File: src/rtl/ahb_pkg.sv
// Shared AHB-Lite encodings and burst helpers for the burst address generator.
package ahb_pkg;

    localparam logic [1:0] IDLE   = 2'd0;
    localparam logic [1:0] BUSY   = 2'd1;
    localparam logic [1:0] NONSEQ = 2'd2;
    localparam logic [1:0] SEQ    = 2'd3;

    typedef enum logic [1:0] {
        TR_IDLE   = IDLE,
        TR_BUSY   = BUSY,
        TR_NONSEQ = NONSEQ,
        TR_SEQ    = SEQ
    } htrans_t;

    typedef enum logic [2:0] {
        BURST_SINGLE = 3'd0,
        BURST_INCR   = 3'd1,
        BURST_WRAP4  = 3'd2,
        BURST_INCR4  = 3'd3,
        BURST_WRAP8  = 3'd4,
        BURST_INCR8  = 3'd5,
        BURST_WRAP16 = 3'd6,
        BURST_INCR16 = 3'd7
    } hburst_t;

    function automatic logic [7:0] beats_of(hburst_t burst, logic [7:0] len);
        case (burst)
            BURST_SINGLE:              beats_of = 8'd1;
            BURST_INCR:                beats_of = (len == 8'd0) ? 8'd1 : len;
            BURST_WRAP4, BURST_INCR4:  beats_of = 8'd4;
            BURST_WRAP8, BURST_INCR8:  beats_of = 8'd8;
            default:                   beats_of = 8'd16;
        endcase
    endfunction

    function automatic logic is_wrap(hburst_t burst);
        return (burst == BURST_WRAP4) || (burst == BURST_WRAP8) || (burst == BURST_WRAP16);
    endfunction

    function automatic logic is_fixed_incr(hburst_t burst);
        return (burst == BURST_INCR4) || (burst == BURST_INCR8) || (burst == BURST_INCR16);
    endfunction

endpackage

File: src/rtl/ahb_burst_addr_gen_if.sv
// Command and AHB address-phase signals of the burst generator; master = generator side.
interface ahb_burst_addr_gen_if;

    logic        cmd_valid;
    logic        cmd_ready;
    logic [31:0] cmd_addr;
    logic [2:0]  cmd_burst;
    logic [2:0]  cmd_size;
    logic        cmd_write;
    logic [7:0]  cmd_len;
    logic        stall_req;
    logic        h_ready;
    logic        h_resp;
    logic [1:0]  h_trans;
    logic [31:0] h_addr;
    logic [2:0]  h_burst;
    logic [2:0]  h_size;
    logic        h_write;
    logic        done;
    logic        cmd_err;

    modport master (
        input  cmd_valid, cmd_addr, cmd_burst, cmd_size, cmd_write, cmd_len,
        input  stall_req, h_ready, h_resp,
        output cmd_ready, h_trans, h_addr, h_burst, h_size, h_write, done, cmd_err
    );

    modport slave (
        output cmd_valid, cmd_addr, cmd_burst, cmd_size, cmd_write, cmd_len,
        output stall_req, h_ready, h_resp,
        input  cmd_ready, h_trans, h_addr, h_burst, h_size, h_write, done, cmd_err
    );

endinterface

File: src/rtl/ahb_burst_addr_calc.sv
// Combinational next-beat address for INCR/WRAP bursts, plus the 1 KB landing flag.
module ahb_burst_addr_calc
    import ahb_pkg::*;
(
    input  logic [31:0] addr,
    input  hburst_t     burst,
    input  logic [2:0]  size,
    input  logic [7:0]  n,
    output logic [31:0] next_addr,
    output logic        cross_1k
);

    logic [31:0] incr_addr;
    logic [31:0] wrap_mask;

    always_comb begin
        incr_addr = addr + (32'd1 << size);
        wrap_mask = (32'(n) << size) - 32'd1;
        next_addr = is_wrap(burst) ? ((addr & ~wrap_mask) | (incr_addr & wrap_mask)) : incr_addr;
        // Wrapping bursts stay inside their aligned window, so only incrementing ones re-arbitrate.
        cross_1k  = !is_wrap(burst) && (next_addr[9:0] == 10'd0);
    end

endmodule

File: src/rtl/ahb_burst_addr_gen.sv
// AHB-Lite burst address/control phase generator: NONSEQ/SEQ/BUSY sequencing, HREADY stalls, ERROR abort.
module ahb_burst_addr_gen
    import ahb_pkg::*;
#(
    parameter int unsigned MAX_INCR_LEN = 255
)
(
    input  logic                 h_clk,
    input  logic                 h_resetn,
    ahb_burst_addr_gen_if.master bus
);

    typedef enum logic [2:0] {ST_IDLE, ST_FIRST, ST_NEXT, ST_BUSY, ST_ABORT} state_t;

    localparam logic [7:0] MAX_LEN = 8'(MAX_INCR_LEN);

    state_t      state_q, state_d;
    htrans_t     h_trans_q, h_trans_d;
    logic [31:0] h_addr_q, h_addr_d;
    hburst_t     h_burst_q, h_burst_d;
    logic [2:0]  h_size_q, h_size_d;
    logic        h_write_q, h_write_d;
    logic [7:0]  rem_q, rem_d;
    logic        done_q, done_d;
    logic        cmd_err_q, cmd_err_d;

    hburst_t     cmd_burst;
    logic [7:0]  cmd_len_c;
    logic [7:0]  cmd_n;
    logic [31:0] cmd_span;
    logic        cmd_bad;
    logic        cmd_ready;
    logic        cmd_accept;
    logic        last_beat;
    logic        err_hit;
    logic        resume_cross;
    logic [7:0]  cur_n;
    logic [31:0] next_addr;
    logic        next_cross;

    assign cmd_burst = hburst_t'(bus.cmd_burst);
    assign cmd_len_c = ({1'b0, bus.cmd_len} > {1'b0, MAX_LEN}) ? MAX_LEN : bus.cmd_len;
    assign cmd_n     = beats_of(cmd_burst, cmd_len_c);
    assign cmd_span  = {22'd0, bus.cmd_addr[9:0]} + (32'(cmd_n) << bus.cmd_size);
    assign cmd_bad   = (bus.cmd_size > 3'd2)
                     || ((bus.cmd_size == 3'd1) && bus.cmd_addr[0])
                     || ((bus.cmd_size == 3'd2) && (bus.cmd_addr[1:0] != 2'd0))
                     || (is_fixed_incr(cmd_burst) && (cmd_span > 32'd1024));

    // A new command may be taken in the same cycle the final beat is accepted, giving back-to-back bursts.
    assign last_beat    = ((state_q == ST_FIRST) || (state_q == ST_NEXT)) && (rem_q == 8'd0);
    assign cmd_ready    = (state_q == ST_IDLE) || (last_beat && bus.h_ready && !bus.h_resp);
    assign cmd_accept   = bus.cmd_valid && cmd_ready;
    assign err_hit      = bus.h_resp && !bus.h_ready;
    assign resume_cross = (h_addr_q[9:0] == 10'd0) && !is_wrap(h_burst_q);
    assign cur_n        = beats_of(h_burst_q, 8'd1);

    ahb_burst_addr_calc u_calc (
        .addr      (h_addr_q),
        .burst     (h_burst_q),
        .size      (h_size_q),
        .n         (cur_n),
        .next_addr (next_addr),
        .cross_1k  (next_cross)
    );

    always_comb begin
        state_d   = state_q;
        h_trans_d = TR_IDLE;
        h_addr_d  = h_addr_q;
        h_burst_d = h_burst_q;
        h_size_d  = h_size_q;
        h_write_d = h_write_q;
        rem_d     = rem_q;
        done_d    = 1'b0;
        cmd_err_d = 1'b0;

        case (state_q)
            ST_FIRST, ST_NEXT: begin
                if (err_hit) begin
                    state_d   = ST_ABORT;
                    cmd_err_d = 1'b1;
                end else if (bus.h_ready) begin
                    if (rem_q == 8'd0) begin
                        state_d = ST_IDLE;
                        done_d  = 1'b1;
                    end else begin
                        h_addr_d = next_addr;
                        rem_d    = rem_q - 8'd1;
                        if (bus.stall_req)   state_d = ST_BUSY;
                        else if (next_cross) state_d = ST_FIRST;
                        else                 state_d = ST_NEXT;
                    end
                end
            end
            ST_BUSY: begin
                if (err_hit) begin
                    state_d   = ST_ABORT;
                    cmd_err_d = 1'b1;
                end else if (bus.h_ready && !bus.stall_req) begin
                    state_d = resume_cross ? ST_FIRST : ST_NEXT;
                end
            end
            ST_ABORT: state_d = ST_IDLE;
            default: ;
        endcase

        if (cmd_accept) begin
            if (cmd_bad) begin
                cmd_err_d = 1'b1;
            end else begin
                state_d   = ST_FIRST;
                h_addr_d  = bus.cmd_addr;
                h_burst_d = cmd_burst;
                h_size_d  = bus.cmd_size;
                h_write_d = bus.cmd_write;
                rem_d     = cmd_n - 8'd1;
            end
        end

        case (state_d)
            ST_FIRST: h_trans_d = TR_NONSEQ;
            ST_NEXT:  h_trans_d = TR_SEQ;
            ST_BUSY:  h_trans_d = TR_BUSY;
            default:  h_trans_d = TR_IDLE;
        endcase
    end

    always_ff @(posedge h_clk or negedge h_resetn) begin
        if (!h_resetn) begin
            state_q   <= ST_IDLE;
            h_trans_q <= TR_IDLE;
            h_addr_q  <= 32'd0;
            h_burst_q <= BURST_SINGLE;
            h_size_q  <= 3'd0;
            h_write_q <= 1'b0;
            rem_q     <= 8'd0;
            done_q    <= 1'b0;
            cmd_err_q <= 1'b0;
        end else begin
            state_q   <= state_d;
            h_trans_q <= h_trans_d;
            h_addr_q  <= h_addr_d;
            h_burst_q <= h_burst_d;
            h_size_q  <= h_size_d;
            h_write_q <= h_write_d;
            rem_q     <= rem_d;
            done_q    <= done_d;
            cmd_err_q <= cmd_err_d;
        end
    end

    assign bus.cmd_ready = cmd_ready;
    assign bus.h_trans   = h_trans_q;
    assign bus.h_addr    = h_addr_q;
    assign bus.h_burst   = h_burst_q;
    assign bus.h_size    = h_size_q;
    assign bus.h_write   = h_write_q;
    assign bus.done      = done_q;
    assign bus.cmd_err   = cmd_err_q;

endmodule

File: src/flat_wrapper.sv
// flat-port wrapper written by rule: the top's interface ports become plain ports
module ahb_burst_addr_gen_flat import ahb_pkg::*;
#(
    parameter int unsigned MAX_INCR_LEN = 255
)
  (h_clk, h_resetn, bus_cmd_valid, bus_cmd_addr, bus_cmd_burst, bus_cmd_size, bus_cmd_write, bus_cmd_len, bus_stall_req, bus_h_ready, bus_h_resp, bus_cmd_ready, bus_h_trans, bus_h_addr, bus_h_burst, bus_h_size, bus_h_write, bus_done, bus_cmd_err);
  ahb_burst_addr_gen_if bus_i ();
  input  logic h_clk;
  input  logic h_resetn;
  input wire logic [$bits(bus_i.cmd_valid)-1:0] bus_cmd_valid;
  input wire logic [$bits(bus_i.cmd_addr)-1:0] bus_cmd_addr;
  input wire logic [$bits(bus_i.cmd_burst)-1:0] bus_cmd_burst;
  input wire logic [$bits(bus_i.cmd_size)-1:0] bus_cmd_size;
  input wire logic [$bits(bus_i.cmd_write)-1:0] bus_cmd_write;
  input wire logic [$bits(bus_i.cmd_len)-1:0] bus_cmd_len;
  input wire logic [$bits(bus_i.stall_req)-1:0] bus_stall_req;
  input wire logic [$bits(bus_i.h_ready)-1:0] bus_h_ready;
  input wire logic [$bits(bus_i.h_resp)-1:0] bus_h_resp;
  output wire logic [$bits(bus_i.cmd_ready)-1:0] bus_cmd_ready;
  output wire logic [$bits(bus_i.h_trans)-1:0] bus_h_trans;
  output wire logic [$bits(bus_i.h_addr)-1:0] bus_h_addr;
  output wire logic [$bits(bus_i.h_burst)-1:0] bus_h_burst;
  output wire logic [$bits(bus_i.h_size)-1:0] bus_h_size;
  output wire logic [$bits(bus_i.h_write)-1:0] bus_h_write;
  output wire logic [$bits(bus_i.done)-1:0] bus_done;
  output wire logic [$bits(bus_i.cmd_err)-1:0] bus_cmd_err;
  assign bus_i.cmd_valid = bus_cmd_valid;
  assign bus_i.cmd_addr = bus_cmd_addr;
  assign bus_i.cmd_burst = bus_cmd_burst;
  assign bus_i.cmd_size = bus_cmd_size;
  assign bus_i.cmd_write = bus_cmd_write;
  assign bus_i.cmd_len = bus_cmd_len;
  assign bus_i.stall_req = bus_stall_req;
  assign bus_i.h_ready = bus_h_ready;
  assign bus_i.h_resp = bus_h_resp;
  assign bus_cmd_ready = bus_i.cmd_ready;
  assign bus_h_trans = bus_i.h_trans;
  assign bus_h_addr = bus_i.h_addr;
  assign bus_h_burst = bus_i.h_burst;
  assign bus_h_size = bus_i.h_size;
  assign bus_h_write = bus_i.h_write;
  assign bus_done = bus_i.done;
  assign bus_cmd_err = bus_i.cmd_err;
  ahb_burst_addr_gen #(.MAX_INCR_LEN(MAX_INCR_LEN)) u_core (.h_clk(h_clk), .h_resetn(h_resetn), .bus(bus_i));
endmodule
File: config.mk
export PLATFORM = sky130hd
export DESIGN_NAME = ahb_burst_addr_gen_flat
export DESIGN_NICKNAME = d
export VERILOG_FILES = /design/src/rtl/ahb_pkg.sv /design/src/rtl/ahb_burst_addr_gen_if.sv /design/src/rtl/ahb_burst_addr_calc.sv /design/src/rtl/ahb_burst_addr_gen.sv /design/src/flat_wrapper.sv
export SDC_FILE = /design/constraint.sdc
export NUM_CORES = 1
export LEC_CHECK = 0
export ABC_AREA = 1
export BUFFER_PORTS_ARGS = -buffer_cell sky130_fd_sc_hd__buf_2
export CORE_ASPECT_RATIO = 0.8
export CORE_UTILIZATION = 58
export DETAILED_ROUTE_END_ITERATION = 16
export PLACE_DENSITY = 0.86
export SLEW_MARGIN = 10
export SYNTH_ARGS = -nofsm -noshare
export SYNTH_HDL_FRONTEND = slang
export SYNTH_SLANG_ARGS = --single-unit
File: constraint.sdc
create_clock -name h_clk -period 4.5 [get_ports h_clk]
set_input_delay 0.225 -clock h_clk [delete_from_list [all_inputs] [get_ports h_clk]]
set_output_delay 0.225 -clock h_clk [all_outputs]
set_load 0.05 [all_outputs]
==> flow_summary.toml <==
[status]
status = "complete, no violations"

[place]
placed_cell_area_um2 = 5840
placed_cells = 1011
pre_cts_ws_ps = 522
gp_congestion = 0.953
dp_hpwl_um = 11600
portBuffers = 96

[global_routing]
grt_max_degree = 55
overflow = 0
grtUsageTotal_pct = 32.2
grt_pass1_wl_um = 23900
grt_pass1_vias = 4975
antenna_found_initial = 0

[setup_path]
cp.arrival_ps = 3970
crit_fanout = 34
crit_path_start_kind = "input pin"
crit_required_ps = 4750
worst_setup_path_end_kind = "flip-flop"
crit_slowest_cell = "a22oi_1"
crit_top_cell = "nand2_1"
max_stage_delay_ps = 440
worst-setup-path-type = "input pin to flip-flop"

[timing]
max_freq_ghz = 0.269
tns_ps = 0
final-setup-viol-count = 0
worstMarginPinSlew_ps = 812
hold_viol_final = 0
period_share_pct = 82.7
clock_skew_ps = 6.27
layout_min_cycle_time_ps = 3720
finalMaxSlewViolations = 0
rsz0062_at_grt = "no"
timing.final.ws_setup_ps = 778
slew_headroom_pct = 45.7

[route]
wl_um = 14700
drt_drc_violations_left = 0
ant_nets = 0
route.vias.total = 5699
viasPerCell = 5.59
drt_iter0_markers = 527
firstDrtPassIters = 5
post_drt_wl_per_cell_um = 14.5

[pwr]
p_per_area_nw_per_um2 = 218
power.total_w = 0.00131
vdd_ir_drop_max_mv = 0.172
p_leak_nw = 3.13

[cells_and_area]
stdcell_area_um2 = 6010
multi_input_area_um2 = 3430
seq_area_um2 = 1350
nFillCells = 775
stdcell_count = 1019
nets = 983
syn2layout_area_growth_pct = 13.2
diodes = 0
final_layout_size_suffix_gt1_share_pct = 17.3

[die]
die-area_um2 = 9550
die_h_um = 87.6
io_pins = 97
die_w_um = 109
core_area_um2 = 8670
rows = 30
start_util_pct = 61.3

[synth]
netlist_area_um2 = 5310
syn_area_per_cell_um2 = 6.47
synth_edf_count = 0
synth_common_cells = "nand2_1, inv_1, nor2_1"
synthCells = 821
synth_seq_area_share_pct = 25.4
synth_area_leaders = "dfrtp_1, nand2_1, inv_1"
synth_top_area_share_pct = 25.4
synth_warnings = 0
yosysUniqueCellTypes = 46
ys_ff_latch = 54
ys_async_sr_fraction_pct = 100
synthFlopType = "dfrtp_1"
yosysMostFrequentCell = "nand2_1"
synth_nets = 898
yosys.area.top_type = "dfrtp_1"

[clocking]
cts.sinks = 54
clock_latency_ps = 300
cts-root-buf = "clkbuf_16"
htree_levels = 2
cts_buffers = 5
clk_path_buf_depth = 2
post_cts_buffers = 0
clk_pin_slew_worst_paths_ps = 70
holdBufCountCts = 0
cts_tree = "built"
cts_resized = 0

[flow_run]
cap_violations = 0

[worst_hold_path]
hold_class = "input pin to async pin"
-- cell families after synthesis --
family / synth area share [%]
AO/OA/AOI/OAI: 12.0
multiplexers: 0.188
adder cells (fa/ha/maj): 5.93
buffers and inverters: 10.0
AND/OR/NAND/NOR: 38.5
XOR/XNOR: 7.91
flip-flops: 25.4
-- cell type report --
class                      instances  area share (%)
multi-input combinational        640            57.0
sequential                        54            22.5
timing repair buffer             101            8.82
inverter                         104            6.53
tap                              112            2.33
clock buffer                       5            2.08
clock inverter                     3           0.728
-- metrics by stage --
step | hold WS (ps) | util [%]
floorplan | -70.6 | -
global placement | 388 | 67.4
detailed placement | 390 | 67.4
CTS | 71.7 | 69.3
global route | 116 | 69.3
finish | 33.4 | 69.3
-- worst max-delay path, delay by kind of cell --
kind | cells | cell delay [ps]
fa+ha+maj | 1 | 380
compound gates | 7 | 1400
simple gates | 16 | 1250
buf+inv | 6 | 710
-- cell usage in the layout (no fill, tap or decap), types with 7 or more instances in the layout --
cell type,n
nand2_1,238
buf_2,96
inv_1,90
nor2_1,79
nand3_1,61
o21ai_0,59
dfrtp_1,54
xor2_1,36
nand4_1,24
ha_1,22
a21oi_1,19
nor3_1,14
inv_2,12
xnor2_1,12
nor2_2,8
o21ai_1,8
nand2_2,7
a31oi_1,7
-- per-layer routing --
layer | share of wire (%) | wire, µm | GRT usage (%) | up-vias
met5 | 0 | 0 | 0 | -
met4 | 1.8 | 259 | 5.77 | 0
met3 | 9.1 | 1350 | 6.32 | 28
met2 | 43 | 6260 | 49.3 | 263
met1 | 47 | 6860 | 47.4 | 2551
li1 | - | - | - | 2857
-- flip-flops by register name, summed over array words and instances, names as in the netlist --
register and cells:
u_core.bus.h_write 1, u_core.bus.done 1, u_core.bus.h_addr 32, u_core.bus.h_trans 2, u_core.bus.h_size 3, u_core.bus.cmd_err 1, u_core.rem_q 8, u_core.state_q 3
u_core.bus.h_burst 3
-- report_power, final --
part | total (W) | switching (W) | internal (W)
clock network | 0.000450 | 0.000186 | 0.000264
registers | 0.000525 | 0.0000236 | 0.000502
logic | 0.000337 | 0.000228 | 0.000109
-- worst paths after layout --
check / from / end / slack [ps] / cells after the start
max in group asynchronous: h_resetn / u_core.bus.h_burst[0] / 3990 / 2
min in group h_clk: bus_cmd_write / u_core.bus.h_write / 120 / 3
worst min-delay path: h_resetn / u_core.bus.h_addr[17] / 30 / 2
worst max-delay path: bus_cmd_burst[1] / u_core.bus.h_trans[1] / 780 / 30
worst min register to register: u_core.bus.h_write / u_core.bus.h_write / 480 / 2
worst max register to register: u_core.bus.h_size[0] / u_core.bus.h_addr[28] / 820 / 19
Note: power is estimated with default switching activity, not from simulation.
